### config.mk
export PLATFORM = sky130hd
export DESIGN_NAME = fpa_seq_flat
export DESIGN_NICKNAME = d
export VERILOG_FILES = /design/src/rtl/fpa_seq_if.sv /design/src/rtl/fpa_seq.sv /design/src/flat_wrapper.sv
export SDC_FILE = /design/constraint.sdc
export NUM_CORES = 1
export LEC_CHECK = 0
export CAP_MARGIN = 10
export CORE_MARGIN = 2
export CORE_UTILIZATION = 40
export DETAILED_ROUTE_END_ITERATION = 10
export SYNTH_ARGS = -nofsm -noshare
export SYNTH_HDL_FRONTEND = slang
export SYNTH_SLANG_ARGS = --single-unit
### constraint.sdc
create_clock -name clk -period 2.98 [get_ports clk]
set_input_delay 0.596 -clock clk [delete_from_list [all_inputs] [get_ports clk]]
set_output_delay 0.596 -clock clk [all_outputs]
set_load 0.02 [all_outputs]
### src/rtl/fpa_seq_if.sv
`default_nettype none
// ============================================================================
//  Module      : fpa_seq_if
//  Description : Operand/result handshake bundle for the iterative FP adder.
//                The master side issues operand pairs and accepts results.
//                The slave side is the adder.
//  Revision    : 1.0  initial release
// ============================================================================
interface fpa_seq_if #(
    parameter int EXP_W = 5,
    parameter int MAN_W = 10
);
    localparam int W = 1 + EXP_W + MAN_W;

    logic         in_valid;
    logic         in_ready;
    logic [W-1:0] a;
    logic [W-1:0] b;
    logic         sub;
    logic         out_valid;
    logic         out_ready;
    logic [W-1:0] result;
    logic [3:0]   flags;

    modport master (
        output in_valid, a, b, sub, out_ready,
        input  in_ready, out_valid, result, flags
    );

    modport slave (
        input  in_valid, a, b, sub, out_ready,
        output in_ready, out_valid, result, flags
    );
endinterface
`default_nettype wire

### src/rtl/fpa_seq.sv
`default_nettype none
// ============================================================================
//  Module      : fpa_seq
//  Description : Iterative floating-point adder/subtractor. Alignment and
//                normalisation shift one bit per cycle. flags are
//                {invalid, overflow, zero, inexact}.
//                Macro FPA_RNE_EN selects round-to-nearest-even; without it
//                the result is truncated toward zero.
//  Revision    : 1.0  initial release
// ============================================================================
module fpa_seq #(
    parameter int EXP_W = 5,
    parameter int MAN_W = 10
) (
    input  wire        clk,
    input  wire        rst,
    fpa_seq_if.slave   bus
);
    localparam int W         = 1 + EXP_W + MAN_W;
    localparam int MW        = MAN_W + 5;           // carry,hidden,man,G,R,S
    localparam int ALIGN_MAX = MAN_W + 3;
    localparam int CLG       = $clog2(MAN_W + 4);
    localparam int CW        = (EXP_W > CLG) ? EXP_W : CLG;

    localparam logic [EXP_W-1:0] C_EXP_ONES  = '1;
    localparam logic [CW-1:0]    C_ALIGN_MAX = CW'(ALIGN_MAX);
    localparam logic [CW-1:0]    C_ONE       = CW'(1);

    typedef enum logic [2:0] {
        S_IDLE  = 3'd0,
        S_CHECK = 3'd1,
        S_ALIGN = 3'd2,
        S_ADD   = 3'd3,
        S_NORM  = 3'd4,
        S_ROUND = 3'd5,
        S_DONE  = 3'd6
    } state_t;

    state_t          state_q;
    logic            in_ready_q, out_valid_q;
    logic [W-1:0]    result_q, a_q, b_q;
    logic [3:0]      flags_q;
    logic            sa_q, eff_sub_q, big_q;
    logic [EXP_W:0]  ea_q;              // one spare bit catches exponent overflow
    logic [MW-1:0]   ma_q, mb_q;
    logic [CW-1:0]   cnt_q;
    logic            z_q, zsign_q, zinex_q;

    // Operand decode, magnitude ordering and alignment count
    logic [EXP_W-1:0] ea_raw, eb_raw, ex_d, ey_d, d_d;
    logic [MAN_W-1:0] fa_raw, fb_raw, fx_d, fy_d;
    logic             a_zero, b_zero, a_inf, b_inf, a_nan, b_nan, swap_d;
    logic [CW-1:0]    d_ext, cnt_init_d;

    always_comb begin
        ea_raw = a_q[W-2:MAN_W];
        eb_raw = b_q[W-2:MAN_W];
        fa_raw = a_q[MAN_W-1:0];
        fb_raw = b_q[MAN_W-1:0];
        a_zero = (ea_raw == '0);
        b_zero = (eb_raw == '0);
        a_inf  = (ea_raw == C_EXP_ONES) && (fa_raw == '0);
        b_inf  = (eb_raw == C_EXP_ONES) && (fb_raw == '0);
        a_nan  = (ea_raw == C_EXP_ONES) && (fa_raw != '0);
        b_nan  = (eb_raw == C_EXP_ONES) && (fb_raw != '0);
        swap_d = ({eb_raw, fb_raw} > {ea_raw, fa_raw});
        ex_d   = swap_d ? eb_raw : ea_raw;
        ey_d   = swap_d ? ea_raw : eb_raw;
        fx_d   = swap_d ? fb_raw : fa_raw;
        fy_d   = swap_d ? fa_raw : fb_raw;
        d_d    = ex_d - ey_d;
        d_ext  = CW'(d_d);
        cnt_init_d = (d_ext > C_ALIGN_MAX) ? C_ALIGN_MAX : d_ext;
    end

    // Rounding of the normalised working mantissa
    logic             g_bit, r_bit, s_bit, rnd_inc, inexact_d, ovf_d;
    logic [MAN_W:0]   man_sum_d;
    logic [EXP_W:0]   e_rnd_d;

    always_comb begin
        g_bit = ma_q[2];
        r_bit = ma_q[1];
        s_bit = ma_q[0];
`ifdef FPA_RNE_EN
        rnd_inc = g_bit & (r_bit | s_bit | ma_q[3]);
`else
        rnd_inc = 1'b0;
`endif
        man_sum_d = {1'b0, ma_q[MAN_W+2:3]} + {{MAN_W{1'b0}}, rnd_inc};
        e_rnd_d   = ea_q + {{EXP_W{1'b0}}, man_sum_d[MAN_W]};
        ovf_d     = (e_rnd_d >= {1'b0, C_EXP_ONES});
        inexact_d = g_bit | r_bit | s_bit;
    end

    // Control FSM and iterative datapath
    always_ff @(posedge clk) begin
        if (rst) begin
            state_q     <= S_IDLE;
            in_ready_q  <= 1'b1;
            out_valid_q <= 1'b0;
            result_q    <= '0;
            flags_q     <= '0;
            a_q         <= '0;
            b_q         <= '0;
            sa_q        <= 1'b0;
            eff_sub_q   <= 1'b0;
            big_q       <= 1'b0;
            ea_q        <= '0;
            ma_q        <= '0;
            mb_q        <= '0;
            cnt_q       <= '0;
            z_q         <= 1'b0;
            zsign_q     <= 1'b0;
            zinex_q     <= 1'b0;
        end else begin
            case (state_q)
                S_IDLE: begin
                    if (bus.in_valid) begin
                        a_q        <= bus.a;
                        b_q        <= {bus.b[W-1] ^ bus.sub, bus.b[W-2:0]};
                        z_q        <= 1'b0;
                        in_ready_q <= 1'b0;
                        state_q    <= S_CHECK;
                    end
                end
                S_CHECK: begin
                    state_q     <= S_DONE;
                    out_valid_q <= 1'b1;
                    flags_q     <= 4'b0000;
                    if (a_nan || b_nan || (a_inf && b_inf && (a_q[W-1] != b_q[W-1]))) begin
                        result_q <= {1'b0, C_EXP_ONES, 1'b1, {(MAN_W-1){1'b0}}};
                        flags_q  <= 4'b1000;
                    end else if (a_inf) begin
                        result_q <= a_q;
                    end else if (b_inf) begin
                        result_q <= b_q;
                    end else if (a_zero && b_zero) begin
                        result_q <= '0;
                        flags_q  <= 4'b0010;
                    end else if (a_zero) begin
                        result_q <= b_q;
                    end else if (b_zero) begin
                        result_q <= a_q;
                    end else begin
                        out_valid_q <= 1'b0;
                        sa_q      <= swap_d ? b_q[W-1] : a_q[W-1];
                        eff_sub_q <= a_q[W-1] ^ b_q[W-1];
                        ea_q      <= {1'b0, ex_d};
                        ma_q      <= {2'b01, fx_d, 3'b000};
                        mb_q      <= {2'b01, fy_d, 3'b000};
                        cnt_q     <= cnt_init_d;
                        big_q     <= (d_ext > C_ALIGN_MAX);
                        state_q   <= (d_d != '0) ? S_ALIGN : S_ADD;
                    end
                end
                S_ALIGN: begin
                    // A shift distance beyond the register width leaves only sticky
                    if (big_q && (cnt_q == C_ONE))
                        mb_q <= {{(MW-1){1'b0}}, |mb_q};
                    else
                        mb_q <= {1'b0, mb_q[MW-1:2], mb_q[1] | mb_q[0]};
                    cnt_q <= cnt_q - C_ONE;
                    if (cnt_q == C_ONE)
                        state_q <= S_ADD;
                end
                S_ADD: begin
                    // A holds the larger magnitude, so the difference is never negative
                    ma_q    <= eff_sub_q ? (ma_q - mb_q) : (ma_q + mb_q);
                    state_q <= S_NORM;
                end
                S_NORM: begin
                    if (ma_q == '0) begin
                        z_q     <= 1'b1;
                        zsign_q <= 1'b0;
                        zinex_q <= 1'b0;
                        state_q <= S_ROUND;
                    end else if (ma_q[MW-1]) begin
                        ma_q    <= {1'b0, ma_q[MW-1:2], ma_q[1] | ma_q[0]};
                        ea_q    <= ea_q + 1'b1;
                        state_q <= S_ROUND;
                    end else if (ma_q[MW-2]) begin
                        state_q <= S_ROUND;
                    end else begin
                        // Each cycle is one left shift; leave once the shifted value is normal
                        ma_q <= {ma_q[MW-2:0], 1'b0};
                        ea_q <= ea_q - 1'b1;
                        if (ea_q == {{EXP_W{1'b0}}, 1'b1}) begin
                            z_q     <= 1'b1;
                            zsign_q <= sa_q;
                            zinex_q <= 1'b1;
                            state_q <= S_ROUND;
                        end else if (ma_q[MW-3]) begin
                            state_q <= S_ROUND;
                        end
                    end
                end
                S_ROUND: begin
                    if (z_q) begin
                        result_q <= {zsign_q, {(W-1){1'b0}}};
                        flags_q  <= {2'b00, 1'b1, zinex_q};
                    end else if (ovf_d) begin
                        result_q <= {sa_q, C_EXP_ONES, {MAN_W{1'b0}}};
                        flags_q  <= 4'b0101;
                    end else begin
                        result_q <= {sa_q, e_rnd_d[EXP_W-1:0], man_sum_d[MAN_W-1:0]};
                        flags_q  <= {3'b000, inexact_d};
                    end
                    out_valid_q <= 1'b1;
                    state_q     <= S_DONE;
                end
                S_DONE: begin
                    if (bus.out_ready) begin
                        out_valid_q <= 1'b0;
                        in_ready_q  <= 1'b1;
                        state_q     <= S_IDLE;
                    end
                end
                default: state_q <= S_IDLE;
            endcase
        end
    end

    assign bus.in_ready  = in_ready_q;
    assign bus.out_valid = out_valid_q;
    assign bus.result    = result_q;
    assign bus.flags     = flags_q;
endmodule
`default_nettype wire

### src/flat_wrapper.sv
// flat-port wrapper written by rule: the top's interface ports become plain ports
module fpa_seq_flat 
#(
    parameter int EXP_W = 5,
    parameter int MAN_W = 10
)
  (clk, rst, bus_in_valid, bus_a, bus_b, bus_sub, bus_out_ready, bus_in_ready, bus_out_valid, bus_result, bus_flags);
  fpa_seq_if #(.EXP_W(EXP_W), .MAN_W(MAN_W)) bus_i ();
  input  wire clk;
  input  wire rst;
  input wire logic [$bits(bus_i.in_valid)-1:0] bus_in_valid;
  input wire logic [$bits(bus_i.a)-1:0] bus_a;
  input wire logic [$bits(bus_i.b)-1:0] bus_b;
  input wire logic [$bits(bus_i.sub)-1:0] bus_sub;
  input wire logic [$bits(bus_i.out_ready)-1:0] bus_out_ready;
  output wire logic [$bits(bus_i.in_ready)-1:0] bus_in_ready;
  output wire logic [$bits(bus_i.out_valid)-1:0] bus_out_valid;
  output wire logic [$bits(bus_i.result)-1:0] bus_result;
  output wire logic [$bits(bus_i.flags)-1:0] bus_flags;
  assign bus_i.in_valid = bus_in_valid;
  assign bus_i.a = bus_a;
  assign bus_i.b = bus_b;
  assign bus_i.sub = bus_sub;
  assign bus_i.out_ready = bus_out_ready;
  assign bus_in_ready = bus_i.in_ready;
  assign bus_out_valid = bus_i.out_valid;
  assign bus_result = bus_i.result;
  assign bus_flags = bus_i.flags;
  fpa_seq #(.EXP_W(EXP_W), .MAN_W(MAN_W)) u_core (.clk(clk), .rst(rst), .bus(bus_i));
endmodule
==> metrics <==
outcome finished, final reports clean; worst hold-check path type flip-flop to flip-flop; vias per cell 5.59; vias in the first global route around 6300; routability cong. between 0.9 and 1; Post-synth EDFFs 0; fin worst setup slack 0.0889 ns; crit-path max cell delay 0.34 ns; Post-Synth Simple-Gate Area roughly a quarter; Initial Util a little over 40%; Rows 47; syn avg cell area about 7.5 um^2; Initial DRC Count between 500 and 600; final hold violation count 0; RSZ-0062 raised after global routing true; Final period util 97.0%; leakage roughly 3.2 nW; crit path cell chain inv_1, ha_1, and2_4, and3_1, a221oi_2, a22oi_2, mux2i_2, ha_2, nand2_1, a21boi_2, or3_4, a211o_1, and3b_1; main combinational cell family by area after synthesis simple AND/OR/NAND/NOR gates; Vias slightly below 7000; Comb power frac between 60% and 70%; library cells used by synthesis 68; Adder-Cell Fraction of Synth Area ~7%; Worst Setup End Kind flip-flop; nets 1063; WP data required roughly 3.2 ns; area of the multi-input gates ~4400 um^2; Least-Margin Pin Slew 0.860 ns; Ys Warns 0; syn nets 959; Final ANT Viol Nets 0; Synth Area in Compound Gates about a quarter; growth of design area from synthesis to finish 25.3%; fin crit period approximately 2.9 ns; crit-path leading delay family simple AND/OR/NAND/NOR gates; Clock Pin Slew Worst Setup and Hold Paths ~0.07 ns; Total Routing Usage GR 23.4%; Net Sw Power 5.25 mW; die width 133 um; CP max stage cell or3_4; CTS sink cnt a little over 100; Ports a little under 60; max-slew violation count 0; fraction of layout cells with a size suffix above 1 between 15 and 20%; # DRC 0; H-tree levels 3; first-pass GRT wire length between 30000 and 40000 um; total grt overflow 0; Port Buffer Count 58; largest net degree at the start of global routing 78; clock buffer depth 2; share of flip-flops with an asynchronous set or reset 0%; fill count between 1500 and 2000; TritonCTS clock tree done; maximum VDD drop 0.611 mV; Worst EP arrival between 3 and 4 ns; pwr/cell area around 1300 nW/um^2; CP Class flip-flop to flip-flop; Sequential Power Share about a fifth; predominant post-synthesis flop cell dfxtp_1; sequential area share after synthesis between 30% and 40%; clk_lat worst skew between 0.3 and 0.4 ns; flops & latches, synth about 100; final-report setup violation count 0; most common cell after layout, fill and taps aside nand2_1; worst-path fanout max 3; detailed-route wire length about 21000 um; multiplexer share of the synthesized area ~6.0%; Final Skew around 0.0048 ns; DP HPWL around 15000 um; fmax roughly 0.35 GHz; die footprint ~18000 um^2; Reg area roughly 2100 um^2; internal power between 5 and 6 mW; Buf/Inv on CP 1; Post-Place Setup Slack -0.0415 ns; ant diodes 0; clk root buf clkbuf_16; Die Ht approximately 130 um; Clk pwr share a little over a tenth; initial antenna violation count 0; hold slack final 0.457 ns; commonest non-fill, non-tap cells in the layout nand2_1, nor2_1, dfxtp_1, buf_4, a21oi_1; Gate Count Post-Synth 885; Max-slew headroom about 43%; synthesized cell area ~6700 um^2; startpoint types flip-flop; DR pass1 iterations 5; routed len/inst between 15 and 20 um; CTS buffer count 9; core area between 15000 and 20000 um^2; Synth Area in XOR/XNOR under 10%; MaxCap Viol Count 0; switching share of power about 47%
==> metrics by stage <==
| step | total power, mW | std cells | instance area [um^2] | TNS (ns) | utilization (%) |
|---|---|---|---|---|---|
| 6_report | 11.1 | 1214 | 8350 | 0 | 50.7 |
| 5_1_grt | 12.0 | 1214 | 8350 | -0.0663 | 50.7 |
| 4_1_cts | 10.6 | 1210 | 8210 | 0 | 49.9 |
| 3_5_place_dp | 9.32 | 1186 | 7860 | -0.0415 | 47.8 |
| 3_3_place_gp | 9.33 | 1186 | 7860 | 0 | 47.8 |
| 2_1_floorplan | 7.20 | 885 | 6670 | 0 | - |
==> Yosys cell counts (all sizes together), types with 2 or more instances <==
cell type	instances	area (um^2)
nand3	15	75.1
mux2i	29	290
or2	3	18.8
o21ai	58	294
nor4b	3	26.3
nand4	7	43.8
and3	11	68.8
nand3b	2	15.0
o22ai	7	43.8
a22oi	15	118
buf	11	65.1
a21boi	5	37.5
inv	32	120
and2	9	58.8
or3	6	37.5
nor2	106	398
a21oi	79	395
mux2	10	113
nor2b	5	31.3
dfxtp	103	2060
nand2	117	439
a222oi	2	20.0
nor4	15	93.8
nor3	39	200
a221o	3	30.0
o21a	3	22.5
xnor2	19	166
a221oi	16	146
a211o	5	43.8
clkbuf	40	150
o31ai	5	37.5
a211oi	15	118
xor2	7	61.3
a31oi	7	43.8
o211ai	12	90.1
nand2b	6	37.5
ha	36	450
a21o	3	22.5
==> routing by layer <==
layer  GRT usage, %  up-vias  routed length [um]
met5              0        -                   0
met4           8.27        0                 392
met3           2.28       27                1060
met2           36.7      197                9370
met1           33.7     3161                9850
li1               -     3401                   -
==> state kept, by name, indices dropped and copies added (netlist names), 3 cells and up <==
register,cells
u_core.a_q,16
u_core.b_q,16
u_core.bus.flags,4
u_core.bus.result,16
u_core.cnt_q,5
u_core.ea_q,6
u_core.ma_q,15
u_core.mb_q,14
u_core.state_q,3
==> power groups by stage <==
stage | clock network [mW] | logic, mW | registers [mW]
CTS | 1.20 | 7.12 | 2.25
global route | 1.24 | 8.45 | 2.34
floorplan | 0 | 4.94 | 2.26
global placement | 0 | 7.05 | 2.28
finish | 1.17 | 7.69 | 2.27
detailed placement | 0 | 7.04 | 2.28
==> kinds of logic (layout without fill, tap and decap cells) <==
family	Yosys count	count (layout)
AO/OA/AOI/OAI	248	248
XOR/XNOR	26	26
adder cells (fa/ha/maj)	37	37
buffers and inverters	83	192
flip-flops	103	103
multiplexers	39	39
AND/OR/NAND/NOR	349	349
==> area by class of cell <==
class,count,share of cell area (%)
inverter,32,1.44
sequential,103,24.7
clock inverter,6,0.554
tap,220,3.30
clock buffer,10,2.86
multi-input combinational,699,52.4
timing repair buffer,144,14.7
==> timing repair <==
| action | CTS | global route |
|---|---|---|
| setup endpoints to repair | 2 | 15 |
| hold buffers | 0 | 0 |
| pin swaps | 2 | 13 |
| gates resized for setup | 2 | 35 |
| buffers inserted | 8 | 4 |
==> worst reg2reg max path, cell delays in order (launching register included) <==
cell,delay [ns]
dfxtp_1,0.33
inv_1,0.06
ha_1,0.31
and2_4,0.18
and3_1,0.18
a221oi_2,0.25
a22oi_2,0.12
mux2i_2,0.18
ha_2,0.19
nand2_1,0.08
a21boi_2,0.06
or3_4,0.34
a211o_1,0.32
and3b_1,0.16
==> path summary, 6_finish.rpt <==
check,to,slack (ns),startpoint,cells after the start
hold reg to reg,u_core.bus.result[11]$_SDFFE_PP0P_,0.46,u_core.bus.result[11]$_SDFFE_PP0P_,2
setup reg to reg,u_core.cnt_q[3]$_SDFFE_PP0P_,0.09,u_core.a_q[11]$_SDFFE_PP0P_,13
hold / removal,u_core.bus.result[11]$_SDFFE_PP0P_,0.46,u_core.bus.result[11]$_SDFFE_PP0P_,2
setup / recovery,u_core.cnt_q[3]$_SDFFE_PP0P_,0.09,u_core.a_q[11]$_SDFFE_PP0P_,13
(Power assumes the default switching activity.)
